--- src/rtl/ascon_state_unloader.sv ---
// ascon_state_unloader: captures a slice of the ASCON state on load_i and streams it out
// one 64-bit word per valid/ready handshake. Define ASCON_UNLOAD_PARITY_EN to add parity_o.
package ascon_pack;
    typedef logic [63:0]   type_word;
    typedef type_word [4:0] type_state;
endpackage

module ascon_state_unloader
    import ascon_pack::*;
#(
    parameter int FIRST_WORD = 0,
    parameter int NB_WORDS   = 5
) (
    input  logic        clock_i,
    input  logic        reset_i,
    input  logic        load_i,
    input  type_state   state_i,
    output logic        busy_o,
    output logic [63:0] word_o,
    output logic        valid_o,
    input  logic        ready_i,
    output logic        last_o,
`ifdef ASCON_UNLOAD_PARITY_EN
    output logic        parity_o,
`endif
    output logic        done_o
);

    localparam int IDX_W = (NB_WORDS > 1) ? $clog2(NB_WORDS) : 1;
    localparam int SLOTS = 2 ** IDX_W;
    localparam logic [IDX_W-1:0] LAST_IDX = IDX_W'(NB_WORDS - 1);

    typedef enum logic [1:0] {
        IDLE,
        SEND,
        DONE
    } state_t;

    state_t           r_state;
    state_t           w_state_next;
    logic [IDX_W-1:0] r_index;
    logic [63:0]      w_words [SLOTS];
    logic             w_capture;
    logic             w_advance;
    logic             w_last;

    always_ff @(posedge clock_i) begin
        if (reset_i) begin
            r_state <= IDLE;
        end else begin
            r_state <= w_state_next;
        end
    end

    assign w_last = (r_index == LAST_IDX);

    always_comb begin
        w_state_next = r_state;
        w_capture    = 1'b0;
        w_advance    = 1'b0;
        valid_o      = 1'b0;
        last_o       = 1'b0;
        done_o       = 1'b0;
        busy_o       = 1'b0;
        case (r_state)
            IDLE: begin
                if (load_i) begin
                    w_capture    = 1'b1;
                    w_state_next = SEND;
                end
            end
            SEND: begin
                busy_o  = 1'b1;
                valid_o = 1'b1;
                last_o  = w_last;
                if (ready_i) begin
                    if (w_last) begin
                        w_state_next = DONE;
                    end else begin
                        w_advance = 1'b1;
                    end
                end
            end
            DONE: begin
                busy_o       = 1'b1;
                done_o       = 1'b1;
                w_state_next = IDLE;
            end
            default: w_state_next = IDLE;
        endcase
    end

    always_ff @(posedge clock_i) begin
        if (reset_i) begin
            r_index <= '0;
        end else if (w_capture) begin
            r_index <= '0;
        end else if (w_advance) begin
            r_index <= r_index + 1'b1;
        end
    end

    // Slots beyond NB_WORDS read as zero so every index value selects a defined word.
    for (genvar gi = 0; gi < SLOTS; gi++) begin : g_word
        if (gi < NB_WORDS) begin : g_reg
            logic [63:0] r_word;
            always_ff @(posedge clock_i) begin
                if (reset_i) begin
                    r_word <= '0;
                end else if (w_capture) begin
                    r_word <= state_i[FIRST_WORD + gi];
                end
            end
            assign w_words[gi] = r_word;
        end else begin : g_pad
            assign w_words[gi] = '0;
        end
    end

    assign word_o = valid_o ? w_words[r_index] : 64'h0;

`ifdef ASCON_UNLOAD_PARITY_EN
    assign parity_o = ^word_o;
`endif

endmodule

--- config.mk ---
export PLATFORM = sky130hd
export DESIGN_NAME = ascon_state_unloader
export DESIGN_NICKNAME = d
export VERILOG_FILES = /design/src/rtl/ascon_state_unloader.sv
export SDC_FILE = /design/constraint.sdc
export NUM_CORES = 1
export LEC_CHECK = 0
export CAP_MARGIN = 5
export CORE_ASPECT_RATIO = 1.5
export CORE_UTILIZATION = 43
export CTS_CLUSTER_DIAMETER = 80
export DETAILED_ROUTE_END_ITERATION = 8
export GPL_ROUTABILITY_DRIVEN = 0
export PLACE_DENSITY = 0.75
export SYNTH_ARGS = -nofsm -noshare
export SYNTH_HDL_FRONTEND = slang
export SYNTH_SLANG_ARGS = --single-unit
--- constraint.sdc ---
create_clock -name clock_i -period 2 [get_ports clock_i]
set_clock_uncertainty 0.15 [all_clocks]
set_input_delay 0.2 -clock clock_i [delete_from_list [all_inputs] [get_ports clock_i]]
set_output_delay 0.2 -clock clock_i [all_outputs]
set_load 0.02 [all_outputs]
# After elaboration in Yosys (flattened, before gate mapping)
# Cells that the tools add are included.
op_classes:
  addsub: 1
  n_mul: 0
  div_mod_pow: 0
  n_lt_le_gt_ge: 1
  n_eq_ne: 6
  n_shift: 0
  mux: 17
  n_bitwise: 1
  reduce_logical: 4
ops:
  columns: ["op", "n"]
  rows:
  - ["64-bit binary-select mux with 3-bit select", 1]
  - ["64-bit 2-to-1 mux", 3]
  - ["1-bit 2-to-1 mux", 9]
  - ["2-bit 2-to-1 mux", 3]
  - ["2-bit != test (second input constant)", 3]
  - ["4-bit >= comparator (second input constant)", 1]
  - ["3-bit NOT with 4-bit output", 1]
  - ["2-bit case mux with 2 select lines", 1]
  - ["2-bit OR reduction", 2]
  - ["3-bit by 1-bit adder with 3-bit output (second input constant)", 1]
  - ["3-bit == test (second input constant)", 1]
  - ["3-bit AND reduction", 1]
  - ["2-bit by 1-bit == test with 1-bit output (second input constant)", 1]
  - ["2-bit == test (second input constant)", 1]
  - ["2-bit logical NOT", 1]
totals:
  register_bits: 325
  latchBits: 0
  ram_bits: 0
  mem_bits_ro: 0
  in_bits: 324
  out_inout_bits: 68
  word_cells: 37
  mem_count: 0

# Longest topological paths before layout
depth:
  word_depth: 5
  ltp_mapped: 8
  ltp_nobuf: 5

# Worst setup path after synthesis
# OpenSTA, ideal clock, no wires.
synth_timing:
  path_kind: "reg-to-output"
  from: "register r_state[1]"
  to: "output word_o[62]"
  arrival_ps: 1845
  required_ps: 1650
  setup_slack_ps: -195
  path_stages_with_launch: 7
  n_path_buf: 2
  path_cell_list: "dfxtp_1 inv_1 ha_1 or3b_1 buf_4 buf_6 o221ai_1"
synth_between:
  elab_chain_len: 3
synth_rtl:
  columns: ["item", "line_no", "rtl"]
  rows:
  - ["from (decl)", "39", "state_t r_state;"]
  - ["from (signal assigned)", "51", "r_state <= w_state_next;"]
  - ["2-bit by 1-bit == test with 1-bit output", "65", "case (r_state)"]
  - ["1-bit 2-to-1 mux", "65", null]
  - ["named net valid_o", "20", "output logic valid_o,"]
  - ["64-bit 2-to-1 mux", "120", "assign word_o = valid_o ? w_words[r_index] : 64'h0;"]
  - ["to (decl)", "19", "output logic [63:0] word_o,"]
# The timed path passes the listed nets, and every way through them passes these cells.

# Final worst setup path
layout_timing:
  from: "register r_state[1]"
  to: "output word_o[45]"
layout_between:
  elab_chain_len: 3
layout_rtl:
  columns: ["item", "line_no"]
  rows:
  - ["2-bit by 1-bit == test with 1-bit output", "65"]
  - ["1-bit 2-to-1 mux", "65"]
  - ["64-bit 2-to-1 mux", "120"]
# Every way passes these cells.

==> impl_metrics.tcl <==
set metrics [dict create \
    yosysTopAreaCell "dfxtp_1" \
    portBuffers 391 \
    p_leak_nw 7.65 \
    clock_sinks 325 \
    relSlewSlack 0.737 \
    critPathCaptureType "primary output" \
    vias 13731 \
    utilization 0.674 \
    violations "negative setup slack" \
    critPathMaxStageDelay_ns 0.34 \
    combPwrFrac 0.318 \
    drtIter0Drc 750 \
    antenna_found_initial 9 \
    clkLatencyLatePin_ns 0.52 \
    ys_warn_count 0 \
    grt_pass1_vias 13373 \
    cell_internal_pwr_mw 15.0 \
    syn-instance-count 1722 \
    io-pin-count 392 \
    synth-edff-count 0 \
    cts_buffers 34 \
    synth_fp_nets 2053 \
    min_period_ns 2.55 \
    status "finished, violations left" \
    min_path_type "input port to flop" \
    worst_slack_ns -0.548 \
    dp_hpwl_um 32100 \
    critPathKind "flop to primary output" \
    cap_violations 0 \
    seq_power_share 0.375 \
    drc 0 \
    post-route-period-util 1.27 \
    worst-path-buf-inv 6 \
    dieArea_sq_um 32400 \
    start_kind "flop" \
    p_per_area_nw_per_um2 1040 \
    rows 79 \
    syn-cell-area_sq_um 13600 \
    grt-ovfl-total 0 \
    arrival_ns 2.20 \
    wl_per_cell_um 18.7 \
    clk_path_buf_depth 3 \
    final_cell_mix "nand2_1 (641), a21oi_1 (324), clkdlybuf4s50_1 (322)" \
    finalSetupViolCount 64 \
    die-width_um 147 \
    synthTopCellsByArea "dfxtp_1 (48%), nand2_1 (18%), a21oi_1 (12%), mux2i_1 (9.6%), a2bb2oi_1 (4.1%)" \
    pre_cts_slack_ns -0.526 \
    drt.antenna.violating_nets 0 \
    synth_flop_cell "dfxtp_1" \
    synth_top_area_frac 0.478 \
    avgViaCountPerCell 5.33 \
    p_sw_mw 6.81 \
    critPathTopFamily "buffers and inverters" \
    finalHoldViolCount 0 \
    cts_tree "done" \
    hold_slack_ns 0.0718 \
    drive_gt1_frac 0.161 \
    swShare 0.313 \
    ir_drop_mv 0.746 \
    final_common_cell "nand2_1" \
    area.growth.synth_to_final_pct 53.7 \
    coreArea_sq_um 31000 \
    finalMaxSlewViolations 0 \
    wl_um 48200 \
    grt_first_pass_wirelength_um 70400 \
    async_flop_share 0 \
    firstDrtPassIters 6 \
    worst_slew_pin_slew_ns 0.383 \
    critPathRequiredTime_ns 1.65 \
    rsz0062_at_grt "true" \
    root_buffer "clkbuf_16" \
    clk_pin_slew_ns 0.06 \
    crit_path_max_fanout 5 \
    finalPower_mw 21.8 \
    crit_chain "inv_2 > ha_4 > buf_6 > nor4bb_4 > buf_4 > clkbuf_16 > buf_12 > a2bb2oi_1 > o21ai_2 > buf_6" \
    ys_ff_latch 325 \
    start_util 0.438 \
    die_height_um 220 \
    synth_seq_area_share 0.478 \
    path_common_cell "buf_6" \
    fmax_mhz 393 \
    grt_max_degree 66 \
    cp_slowest_cell "dfxtp_2" \
    ys_types 26 \
    track_usage 0.280 \
    avgSynthCellArea_sq_um 7.90 \
    fin_nets 2464 \
    power_frac_clock 0.307 \
    htreeDepth 2 \
]
metal layers:
layer,GRT usage,up-vias,share of wire
li1,-,6598,-
met1,0.297,6383,0.36
met2,0.485,557,0.50
met3,0.0538,193,0.058
met4,0.225,0,0.078
met5,0,-,0
path summary, 6_finish.rpt:
path                              start  slack [ns]                          to  cells after the start
min reg2reg  g_word[1].g_reg.r_word[11]        0.30  g_word[1].g_reg.r_word[11]                      2
min                         state_i[85]        0.07  g_word[1].g_reg.r_word[21]                      3
max reg2reg                  r_index[1]        0.07                  r_index[1]                      7
max                          r_state[1]       -0.55                  word_o[45]                     10
kinds of logic (layout without fill, tap and decap cells):
kind of cell / after synthesis / in the layout / share of synthesized area
AND/OR/NAND/NOR: 659 / 659 / 0.185
flip-flops: 325 / 325 / 0.478
multiplexers: 130 / 130 / 0.0956
buffers and inverters: 147 / 583 / 0.0495
adder cells (fa/ha/maj): 7 / 7 / 0.00644
AO/OA/AOI/OAI: 454 / 454 / 0.185
other: 0 / 15 / 0
per-stage QoR:
| step | std cells | instance area, sq um | setup TNS (ns) |
|---|---|---|---|
| global route | 2573 | 20900 | -35.55 |
| detailed placement | 2465 | 18700 | -30.71 |
| finish | 2578 | 20900 | -31.50 |
| CTS | 2546 | 20400 | -32.26 |
| floorplan | 1722 | 13800 | -0.498 |
| global placement | 2465 | 18700 | -28.35 |
synth_stat cells, types with 2 or more instances:
cell / instances
nand2_1: 643
o21ai_1: 15
inv_1: 5
a2bb2oi_1: 63
and2_1: 2
nand2b_1: 5
dfxtp_1: 325
buf_1: 10
a21oi_1: 324
buf_2: 58
o21ai_0: 50
clkbuf_1: 67
mux2i_1: 130
ha_1: 7
buf_6: 6
or3_1: 2
area by class of cell:
cell class	instances	area, sq um
tap	405	507
fill	2506	10100
clock inverter	8	123
clock buffer	53	1070
inverter	5	18.8
multi-input combinational	1250	6920
antenna	15	37.5
sequential	325	6510
timing repair buffer	517	5730
repair_timing:
item                                    in CTS  in global routing
endpoints found under the setup margin      68                 78
hold endpoints to repair                    47                  0
gates cloned                                 6                  3
setup buffers                               13                 16
hold buffers                                 1                  0
resized for setup                          407                 71
pin swaps                                    5                 11
registers in the layout, indices dropped and copies added, names as in the netlist:
register	cells
r_index	3
g_word.g_reg.r_word	320
r_state	2
power by group through the flow:
stage	logic [mW]	clock network, mW	registers (mW)
5_1_grt	7.47	7.04	8.29
2_1_floorplan	3.72	0	8.09
3_5_place_dp	6.12	0	8.26
3_3_place_gp	6.01	0	8.21
6_report	6.93	6.69	8.17
4_1_cts	6.51	6.78	8.14
worst reg2reg max path, stage by stage (launching register included):
cell     delay (ns)
dfxtp_4        0.41
buf_4          0.14
inv_1          0.06
ha_4           0.16
buf_4          0.13
and2_1         0.18
or3b_2         0.46
a21oi_1        0.16
Note: power is estimated with default switching activity, not from simulation.
